--- src/rtl/buzzer_pkg.sv ---
// Shared types and defaults for the buzzer pattern generator.
// Holds the FSM state encoding, default timing constants and the counter width helper.
package buzzer_pkg;

    typedef enum logic [1:0] {
        IDLE  = 2'd0,
        TONE  = 2'd1,
        GAP   = 2'd2,
        PAUSE = 2'd3
    } state_t;

    localparam int DEF_TONE_HALF = 1;
    localparam int DEF_ON_CYC    = 64;
    localparam int DEF_OFF_CYC   = 64;
    localparam int DEF_PAUSE_CYC = 384;
    localparam int DEF_BURSTS    = 4;

    // Width needed to hold the largest of three terminal values (inclusive).
    function automatic int cnt_width(input int a, input int b, input int c);
        int m;
        m = a;
        if (b > m) m = b;
        if (c > m) m = c;
        return $clog2(m + 1);
    endfunction

endpackage

--- src/rtl/buzzer_tone_div.sv ---
// Square-wave tone divider: phase toggles every TONE_HALF enabled cycles, starting at 0.
// Registered phase output; clear forces phase and divider count back to 0 on the next edge.
module buzzer_tone_div
    import buzzer_pkg::*;
#(
    parameter int TONE_HALF = DEF_TONE_HALF
) (
    input  logic clk_i,
    input  logic rst_i,
    input  logic clr_i,
    input  logic en_i,
    output logic phase_o
);

    localparam int HW = cnt_width(TONE_HALF, 1, 1);
    localparam logic [HW-1:0] HALF_LAST = HW'(TONE_HALF - 1);

    logic [HW-1:0] half_cnt_q, half_cnt_d;
    logic          phase_q, phase_d;

    always_comb begin
        half_cnt_d = half_cnt_q;
        phase_d    = phase_q;
        if (clr_i) begin
            half_cnt_d = '0;
            phase_d    = 1'b0;
        end else if (en_i) begin
            if (half_cnt_q == HALF_LAST) begin
                half_cnt_d = '0;
                phase_d    = ~phase_q;
            end else begin
                half_cnt_d = half_cnt_q + 1'b1;
            end
        end
    end

    always_ff @(posedge clk_i) begin
        if (rst_i) begin
            half_cnt_q <= '0;
            phase_q    <= 1'b0;
        end else begin
            half_cnt_q <= half_cnt_d;
            phase_q    <= phase_d;
        end
    end

    assign phase_o = phase_q;

endmodule

--- src/rtl/buzzer_pattern_gen.sv ---
// Alarm buzzer sequencer: BURSTS bursts of (MODE+1) beeps, STOP abort, BUSY/DONE status.
// All outputs registered. Define BUZ_INFINITE_EN to let BURSTS=0 mean repeat until STOP/RST.
module buzzer_pattern_gen
    import buzzer_pkg::*;
#(
    parameter int TONE_HALF = DEF_TONE_HALF,
    parameter int ON_CYC    = DEF_ON_CYC,
    parameter int OFF_CYC   = DEF_OFF_CYC,
    parameter int PAUSE_CYC = DEF_PAUSE_CYC,
    parameter int BURSTS    = DEF_BURSTS
) (
    input  logic       CLK1K,
    input  logic       RST,
    input  logic       ALARM,
    input  logic [1:0] MODE,
    input  logic       STOP,
    output logic       BUZ_OUT,
    output logic       BUSY,
    output logic       DONE
);

    localparam int CW = cnt_width(ON_CYC, OFF_CYC, PAUSE_CYC);
    localparam int BW = cnt_width(BURSTS, 1, 1);

    localparam logic [CW-1:0] ON_LAST    = CW'(ON_CYC - 1);
    localparam logic [CW-1:0] OFF_LAST   = CW'(OFF_CYC - 1);
    localparam logic [CW-1:0] PAUSE_LAST = CW'(PAUSE_CYC - 1);
    localparam logic [BW-1:0] BURST_LAST = BW'((BURSTS > 0) ? BURSTS - 1 : 0);

    if (TONE_HALF < 1 || ON_CYC < 1 || OFF_CYC < 1 || PAUSE_CYC < 1) begin : g_timing_chk
        $error("buzzer_pattern_gen: timing parameters must be >= 1");
    end

`ifdef BUZ_INFINITE_EN
    localparam bit INFINITE = (BURSTS == 0);
`else
    localparam bit INFINITE = 1'b0;
    if (BURSTS < 1) begin : g_bursts_chk
        $error("buzzer_pattern_gen: BURSTS must be >= 1 unless BUZ_INFINITE_EN is defined");
    end
`endif

    state_t        state_q, state_d;
    logic [CW-1:0] cyc_q, cyc_d;
    logic [1:0]    beep_q, beep_d;
    logic [BW-1:0] burst_q, burst_d;
    logic [1:0]    mode_q, mode_d;
    logic          done_q, done_d;
    logic          busy_q;
    logic          tone_clr;
    logic          tone_phase;

    always_comb begin
        state_d = state_q;
        cyc_d   = cyc_q;
        beep_d  = beep_q;
        burst_d = burst_q;
        mode_d  = mode_q;
        done_d  = 1'b0;

        unique case (state_q)
            IDLE: begin
                if (ALARM && !STOP) begin
                    state_d = TONE;
                    mode_d  = MODE;
                    cyc_d   = '0;
                    beep_d  = '0;
                    burst_d = '0;
                end
            end
            TONE: begin
                if (cyc_q == ON_LAST) begin
                    cyc_d   = '0;
                    state_d = (beep_q < mode_q) ? GAP : PAUSE;
                end else begin
                    cyc_d = cyc_q + 1'b1;
                end
            end
            GAP: begin
                if (cyc_q == OFF_LAST) begin
                    cyc_d   = '0;
                    beep_d  = beep_q + 2'd1;
                    state_d = TONE;
                end else begin
                    cyc_d = cyc_q + 1'b1;
                end
            end
            PAUSE: begin
                if (cyc_q == PAUSE_LAST) begin
                    cyc_d  = '0;
                    beep_d = '0;
                    if (!INFINITE && (burst_q == BURST_LAST)) begin
                        state_d = IDLE;
                        burst_d = '0;
                        done_d  = 1'b1;
                    end else begin
                        state_d = TONE;
                        // Only reachable in endless mode; hold rather than wrap.
                        if (burst_q != {BW{1'b1}}) begin
                            burst_d = burst_q + 1'b1;
                        end
                    end
                end else begin
                    cyc_d = cyc_q + 1'b1;
                end
            end
            default: state_d = IDLE;
        endcase

        // Abort wins over any terminal-count transition, including the final DONE.
        if (STOP && (state_q != IDLE)) begin
            state_d = IDLE;
            cyc_d   = '0;
            beep_d  = '0;
            burst_d = '0;
            done_d  = 1'b0;
        end
    end

    always_ff @(posedge CLK1K) begin
        if (RST) begin
            state_q <= IDLE;
            cyc_q   <= '0;
            beep_q  <= '0;
            burst_q <= '0;
            mode_q  <= '0;
            done_q  <= 1'b0;
            busy_q  <= 1'b0;
        end else begin
            state_q <= state_d;
            cyc_q   <= cyc_d;
            beep_q  <= beep_d;
            burst_q <= burst_d;
            mode_q  <= mode_d;
            done_q  <= done_d;
            busy_q  <= (state_d != IDLE);
        end
    end

    // Phase restarts at 0 on every tone-window entry and is parked at 0 outside windows,
    // so the divider flop can drive the pin directly.
    assign tone_clr = (state_q != TONE) || (state_d != TONE);

    buzzer_tone_div #(
        .TONE_HALF(TONE_HALF)
    ) u_tone_div (
        .clk_i  (CLK1K),
        .rst_i  (RST),
        .clr_i  (tone_clr),
        .en_i   (state_q == TONE),
        .phase_o(tone_phase)
    );

    assign BUZ_OUT = tone_phase;
    assign BUSY    = busy_q;
    assign DONE    = done_q;

endmodule

--- config.mk ---
export PLATFORM = sky130hd
export DESIGN_NAME = buzzer_pattern_gen
export DESIGN_NICKNAME = d
export VERILOG_FILES = /design/src/rtl/buzzer_pkg.sv /design/src/rtl/buzzer_tone_div.sv /design/src/rtl/buzzer_pattern_gen.sv
export SDC_FILE = /design/constraint.sdc
export NUM_CORES = 1
export LEC_CHECK = 0
export ABC_AREA = 1
export CAP_MARGIN = 20
export CORE_MARGIN = 2
export CORE_UTILIZATION = 56
export DETAILED_ROUTE_END_ITERATION = 16
export HOLD_SLACK_MARGIN = 0.15
export PLACE_DENSITY = 0.77
export SETUP_SLACK_MARGIN = 0.3
export SYNTH_ARGS = -nofsm -noshare
export SYNTH_HDL_FRONTEND = slang
export SYNTH_SLANG_ARGS = --single-unit
--- constraint.sdc ---
create_clock -name CLK1K -period 1.7 [get_ports CLK1K]
set_input_delay 0.34 -clock CLK1K [delete_from_list [all_inputs] [get_ports CLK1K]]
set_output_delay 0.34 -clock CLK1K [all_outputs]
set_load 0.01 [all_outputs]
# [Yosys cells after proc, flatten, opt, wreduce, memory -nomap -nowiden]
# Cells that the tools add are included.
[totals] out_inout_bits=3 regBits=22
[op_classes] magnitude_cmp=1 n_addsub=4 bitwise_logic=4 n_reduce_logical=17 n_mux=23 eq_ne=13
[ops] cell="two-way mux 9 bit" n=3
[ops] cell="case mux 9 bit (3 select lines)" n=1
[ops] cell="two-way mux 2 bit" n=8
[ops] cell="two-way mux 3 bit" n=4
[ops] cell="adder 9 x 1 -> 9 bit (second input constant)" n=1
[ops] cell="equality test 9 x 6 -> 1 bit (second input constant)" n=1
[ops] cell="equality test 9 bit (second input constant)" n=1
[ops] cell="case mux 2 bit (4 select lines)" n=1
[ops] cell="AND reduction 4 bit" n=2
[ops] cell="!= test 2 bit (second input constant)" n=3
[ops] cell="!= test 3 bit (second input constant)" n=2
[ops] cell="case mux 2 bit (3 select lines)" n=1
[ops] cell="case mux 3 bit (2 select lines)" n=1
[ops] cell="nonzero test 2 bit" n=3
[ops] cell="OR reduction 2 bit" n=3
[ops] cell="equality test 2 bit (second input constant)" n=2
[ops] cell="two-way mux 1 bit" n=4
[ops] cell="!= test 2 x 1 -> 1 bit (second input constant)" n=2
[ops] cell="NOT 1 bit" n=4
[ops] cell="AND reduction 2 bit" n=2
[ops] cell="OR reduction 4 bit" n=1
[ops] cell="adder 3 x 1 -> 3 bit (second input constant)" n=1
[ops] cell="equality test 3 x 2 -> 1 bit (second input constant)" n=1
[ops] cell="nonzero test 3 bit" n=1
[ops] cell="8 further kinds" n=9

# [Logic depth before layout (Yosys ltp)]
[logic_depth] ltp_word=8 mapped_depth=11

# [Hierarchy]
# A second synthesis with hierarchy kept.
[unflattened] hier_cells=197 hier_area_um2=1307.5
[by_module_without_submodules] module="buzzer_pattern_gen" n_inst=1 cells_each=191 area_each_um2=1266.2
[by_module_without_submodules] module="buzzer_tone_div" n_inst=1 cells_each=6 area_each_um2=41.3

# [Least setup slack after synthesis]
# Ideal clock, no wire load.
[synth_path] kind="register to register" startpoint="reg state_q[0]" endpoint="reg cyc_q[7]" period_less_slack_ns=1.492 n_path_buf=1 path_stages_with_launch=9 arrival_ns=1.376 setup_slack_ns=0.208 t_required_ns=1.584 cell_sequence="dfxtp_1 > inv_1 > ha_1 > nand2_1 > buf_6 > nand4_1 > nor2_1 > xor2_1 > nor2_1"
[synth_between] elab_chain_cells=3
[synth_lines] item="from (decl)" line_no="buzzer_pattern_gen.sv:43" source="state_t state_q, state_d;"
[synth_lines] item="from (signal assigned)" line_no="buzzer_pattern_gen.sv:130" source="state_q <= state_d;"
[synth_lines] item="equality test 2 bit, or another cell as far along" line_no="buzzer_pattern_gen.sv:61" source="unique case (state_q)"
[synth_lines] item="OR reduction 2 bit (no line) or logical AND 1 bit (tied branches)"
[synth_lines] item="case mux 9 bit (3 select lines) or OR reduction 2 bit (tied branches)"
[synth_lines] item="to (signal assigned)" line_no="buzzer_pattern_gen.sv:131" source="cyc_q <= cyc_d;"
[synth_lines] item="to (decl)" line_no="buzzer_pattern_gen.sv:44" source="logic [CW-1:0] cyc_q, cyc_d;"
# Several ways; a longest one is shown, not always the timed one.
# A chain may end at the register's enable or synchronous reset.

# [Worst setup path in the final report]
[layout_path] startpoint="reg cyc_q[1]" endpoint="reg beep_q[1]"
[layout_between] elab_chain_cells=3
[layout_lines] item="equality test 9 bit or equality test 9 x 6 -> 1 bit (tied branches)" line_no="buzzer_pattern_gen.sv:89, buzzer_pattern_gen.sv:80"
[layout_lines] item="!= test 2 bit (no line)"
[layout_lines] item="AND reduction 4 bit (no line) *"
[layout_lines] item="to (signal assigned)" line_no="buzzer_pattern_gen.sv:132" source="beep_q <= beep_d;"
[layout_lines] item="to (decl)" line_no="buzzer_pattern_gen.sv:45" source="logic [1:0] beep_q, beep_d;"
# Every way passes the cells marked *; elsewhere a longest branch is shown, timed or not.

==> impl_metrics.toml <==
[status]
outcome = "completed"

[timing]
clock.fmax_ghz = 0.642
maxSlewHeadroom_pct = 82.1
finClkSkew_ns = 0.00499
tightestPinTransition_ns = 0.268
final.period_utilization_pct = 91.7
holdWs_ns = 0.481
hold_viol = 0
finalMaxSlewViolations = 0
fin_crit_ns = 1.56
setup_viol = 0
rsz0062_at_grt = "true"

[finish]
nets = 221
stdcell_count = 232
area_growth_syn_to_layout_pct = 45.0
antenna_cells = 0
utilization_pct = 87.6
drive_gt1_share_pct = 42.0

[worst_setup_path]
cp-end-kind = "flip-flop"
path_cells = "ha_4 > nand3_4 > nor2_4 > nand2_4 > nand2_8 > nand2_2 > clkinv_2 > nand4_1 > a21oi_2"
worstSetupPathType = "flip-flop to flip-flop"
required_ns = 1.95
crit_fanout = 6
cp_top_family = "simple AND/OR/NAND/NOR gates"
crit_arrival_ns = 1.81
slowest_stage = "dfxtp_2"
slowest_delay_ns = 0.38
cp-start-kind = "flip-flop"
path_buf_inv = 1

[routing]
final_antenna_net_count = 0
drtIter0Drc = 68
firstDrtPassIters = 4
routed_wl_mm = 4.00
vias = 1328
vias_per_cell = 5.72
drt_drc_violations_left = 0
wl_per_cell_um = 17.2

[logic_synthesis]
synth_top_area_share_pct = 34.7
ys_top_cells_by_area = "dfxtp_1, nand2_1, ha_1"
ys_types = 23
yosys.area.top_type = "dfxtp_1"
ys_seq_elements = 21
synth_edf_count = 0
ys_seq_area_share_pct = 34.7
synthTopCellsByCount = "nand2_1, nor2_1, inv_1"
ys_warn_count = 0
synthArstFlopShare_pct = 0
synth.most_common_cell = "nand2_1"
synth_nets = 186
postSynthAreaPerCell_um2 = 7.08
netlist_area_mm2 = 0.00121
synthCells = 171
synth_ff_type = "dfxtp_1"

[clocking]
h-tree-depth = 1
root_buffer = "clkbuf_4"
clk_pin_slew_ns = 0.13
cts_buffers = 3
ctsHoldBuffers = 0
cts.sinks = 21
cts_buffer_depth = 2
cts_tree = "built"
worstSkewPairLatency_ns = 0.32

[pwr]
powerDensity_mw_per_mm2 = 662
p_leak_nw = 0.726
peakVddDrop_v = 0.000774

[global_routing]
groute.usage.overall_pct = 26.9
grt_pass1_wl_mm = 5.10
antenna_found_initial = 0
grt_pass1_vias = 1178
grt_max_degree = 14
gr-total-overflow = 0

[die]
core_mm2 = 0.00200
die_h_um = 50.5
die_area_mm2 = 0.00255
rows = 16
die_x_um = 50.5
initial_core_util_pct = 60.4
ios = 9

[placement]
post-place-cells = 210
port_buffers = 8
hpwlAfterDp_mm = 1.87
gp_congestion = 0.820

[flow_run]
maxCapViolCount = 0

[hold_path]
hold_path_class = "flip-flop to flip-flop"
==> cell families after synthesis <==
kind of cell    Yosys count  synth area share (%)
simple gates             91                  35.3
buf+inv                  28                  9.31
flops                    21                  34.7
compound gates           17                  7.65
fa+ha+maj                 9                  9.31
xor+xnor                  4                  2.90
mux                       1                 0.827
==> worst register-to-register path: cells and delay by family, from the launching register on <==
kind            cells  cell delay [ns]
flops               1             0.38
fa+ha+maj           1             0.15
buf+inv             1             0.06
compound gates      1             0.21
simple gates        6             0.69
==> routing by layer <==
metal | wire [um] | track usage, % | up-vias
met5 | 0 | 0 | -
met4 | 138 | 14.0 | 0
met3 | 200 | 3.87 | 15
met2 | 2030 | 49.1 | 61
met1 | 1630 | 30.0 | 637
li1 | - | - | 615
==> cell usage in the layout, fill, tap and decap left out, drive strengths merged <==
master         netlist  layout
nor4                 1       1
clkinvlp             0       1
dlygate4sd2          0       3
nand4                4       4
buf                  1      23
a21oi                8       8
clkbuf               0       3
inv                 26      26
or2                  1       1
a211oi               2       2
ha                   9       9
nor2                30      30
xnor2                2       2
clkinv               1       1
nor3                 2       2
mux2i                1       1
xor2                 2       2
o21ai                6       6
clkdlybuf4s50        0       5
o211ai               1       1
dfxtp               21      21
nand3               14      14
nand2               39      39
==> sequential cells by signal, indices dropped and copies added (netlist names) <==
signal / cells
cyc_q: 9
state_q: 2
beep_q: 2
u_tone_div.phase_o: 1
BUSY: 1
burst_q: 3
mode_q: 2
DONE: 1
==> layout make-up <==
type	instances	area (um^2)
Inverter	27	108
Fill cell	98	248
Timing Repair Buffer	31	262
Clock buffer	3	22.5
Clock inverter	1	7.51
Tap cell	27	33.8
Sequential cell	21	430
Multi-Input combinational cell	122	891
==> stage by stage <==
stage / total power, mW / setup slack [ns] / cell area (um^2) / TNS (ns)
floorplan: 0.686 / 0.314 / 1220 / 0
global placement: 0.757 / 0.0172 / 1360 / 0
detailed placement: 0.766 / -0.0300 / 1360 / -0.0563
CTS: 1.07 / 0.190 / 1590 / 0
global route: 1.19 / 0.0875 / 1750 / 0
finish: 1.16 / 0.142 / 1750 / 0
==> where the power goes <==
group / switching (mW) / internal (mW)
Sequential: 0.0144 / 0.514
Clock: 0.177 / 0.0900
Combinational: 0.214 / 0.152
==> path summary, 6_finish.rpt <==
path | slack (ns) | end | cells past startpoint | start
setup / recovery | 0.14 | beep_q[1]$_SDFFE_PP0P_ | 9 | cyc_q[1]$_SDFFE_PP0N_
setup reg to reg | 0.14 | beep_q[1]$_SDFFE_PP0P_ | 9 | cyc_q[1]$_SDFFE_PP0N_
hold / removal | 0.48 | mode_q[0]$_SDFFE_PP0P_ | 2 | mode_q[0]$_SDFFE_PP0P_
hold reg to reg | 0.48 | mode_q[0]$_SDFFE_PP0P_ | 2 | mode_q[0]$_SDFFE_PP0P_
==> what timing repair did <==
| action | 4_1_cts | 5_1_grt |
|---|---|---|
| setup endpoints to repair | 22 | 19 |
| resized for setup | 40 | 25 |
| pin swaps | 14 | 11 |
| gates cloned | 0 | 0 |
| setup buffers | 10 | 8 |
(Power assumes the default switching activity.)
==> RTL change (same settings) <==
Re-encode `state_t` (4 states) as one-hot, 4 bits wide.
--- a/src/rtl/buzzer_pkg.sv
+++ b/src/rtl/buzzer_pkg.sv
@@ -4,7 +4,7 @@
 
-    typedef enum logic [1:0] {
-        IDLE  = 2'd0,
-        TONE  = 2'd1,
-        GAP   = 2'd2,
-        PAUSE = 2'd3
+    typedef enum logic [3:0] {
+        IDLE  = 4'b0001,
+        TONE  = 4'b0010,
+        GAP   = 4'b0100,
+        PAUSE = 4'b1000
     } state_t;
Check against the original RTL: same outputs for any inputs over 10 cycles, from zero or initial values and one cycle with RST high; not proved beyond that.
==> RTL change against the original RTL <==
- sequential cell count rose by 2
- clock skew barely moved
- die area rose by 11%
- setup slack improved by 0.12 ns
- power fell by 7.4%
- largest power group unchanged
- routed wire length fell by 6.4%
- area after synthesis rose by 12%
- sequential share of layout area rose by 1.6 points
- design area rose by 3.6%
- highest routed layer unchanged
- core utilization fell by 7.0 points
==> RTL change: results (changes against the original RTL) <==
| Metric | Value |
|---|---|
| Status | `finished clean` |
| Mean area per synthesized cell | `6.47 µm² (-8.6%)` |
| Crit Path Max Fanout | `7 (+1)` |
| Fin nets | `250 (+13%)` |
| First-pass GRT wire length | `5900 µm (+16%)` |
| Maximum VDD drop | `0.469 mV (-39%)` |
| Post-Route WL | `3740 µm (-6.4%)` |
| Slew headroom | `81.9% (-0.20 points)` |
| Vias per cell | `5.41 (-5.4%)` |
| Largest net degree at the start of global routing | `13 (-1)` |
| Sequential area share after synthesis | `33.9% (-0.86 points)` |
| GP Congestion | `0.924 (+13%)` |
| Syn nets | `219 (+18%)` |
| HP Start | `burst_q[1]` |
| Hpwl dp | `2470 µm (+32%)` |
| Slowest CP cell | `dfxtp_4` |
| Fraction of layout cells with a size suffix above 1 | `30.0% (-12 points)` |
| Netlist cell types | `24 (+4.3%)` |
| WL/cell | `14.0 µm (-19%)` |
| FF-to-FF Start | `cyc_q[1]` |
| Largest regs | `cyc_q x9, state_q x4, burst_q x3` |
| Vias in the first global route | `1407 (+19%)` |
| Area contributors post-synth | `dfxtp_1 (34%), nand2_1 (17%), inv_1 (8.0%), nor2_1 (7.5%), nand3_1 (7.4%)` |
| Worst Skew | `0.00493 ns (-0.0000538 ns)` |
| Commonest cells in the netlist | `nand2_1 (60), inv_1 (29), nor2_1 (27)` |
[RTL change: worst paths after layout]
kind / end / slack [ns]
worst max-delay path: beep_q[1] / 0.26
worst min-delay path: burst_q[1] / 0.49
worst max register to register: beep_q[1] / 0.26
worst min register to register: burst_q[1] / 0.49
[RTL change: layout make-up]
cell class	count	area, µm²
tap	28	35.0
inverter	31	121
multi-input combinational	155	940
clock buffer	4	26.3
timing repair buffer	27	219
sequential	23	475
fill	161	438
[RTL change: critical path: cells and delay by family (launching register included)]
| family | cells | cell delay (ns) |
|---|---|---|
| AO/OA/AOI/OAI | 1 | 0.11 |
| AND/OR/NAND/NOR | 7 | 0.73 |
| flip-flops | 1 | 0.38 |
| adder cells (fa/ha/maj) | 1 | 0.14 |
[RTL change: per-layer routing]
| metal | GRT usage [%] | share of wire, % | vias up |
|---|---|---|---|
| li1 | - | - | 730 |
| met1 | 33.7 | 42 | 675 |
| met2 | 52.7 | 53 | 34 |
| met3 | 3.39 | 3.2 | 12 |
| met4 | 9.83 | 2.1 | 0 |
| met5 | 0 | 0 | - |
[RTL change: metrics by stage]
stage               worst slack [ns]  area [µm²]
floorplan                      0.316        1380
global placement              0.0201        1530
detailed placement           0.00233        1530
CTS                            0.293        1720
global route                   0.161        1820
finish                         0.258        1820
[RTL change: where the power goes]
part	switching, µW	total [µW]	internal, µW
clock network	173	265	91.9
logic	149	240	90.7
registers	16.9	571	554
total	339	1080	736
[RTL change: cell families after synthesis]
kind of cell | after synthesis | share of synthesized area [%]
AOI/OAI and AO/OA | 24 | 9.58
buffers and inverters | 32 | 8.84
xor gates and xnor gates | 2 | 1.29
adders and majority gates | 3 | 2.76
and+or+nand+nor | 126 | 43.6
DFF | 23 | 33.9
[RTL change: timing repair]
action | in CTS | in global routing
gates cloned | 0 | 0
setup endpoints to repair | 19 | 21
resized for setup | 30 | 19
setup buffers | 10 | 4
pin swaps | 10 | 5
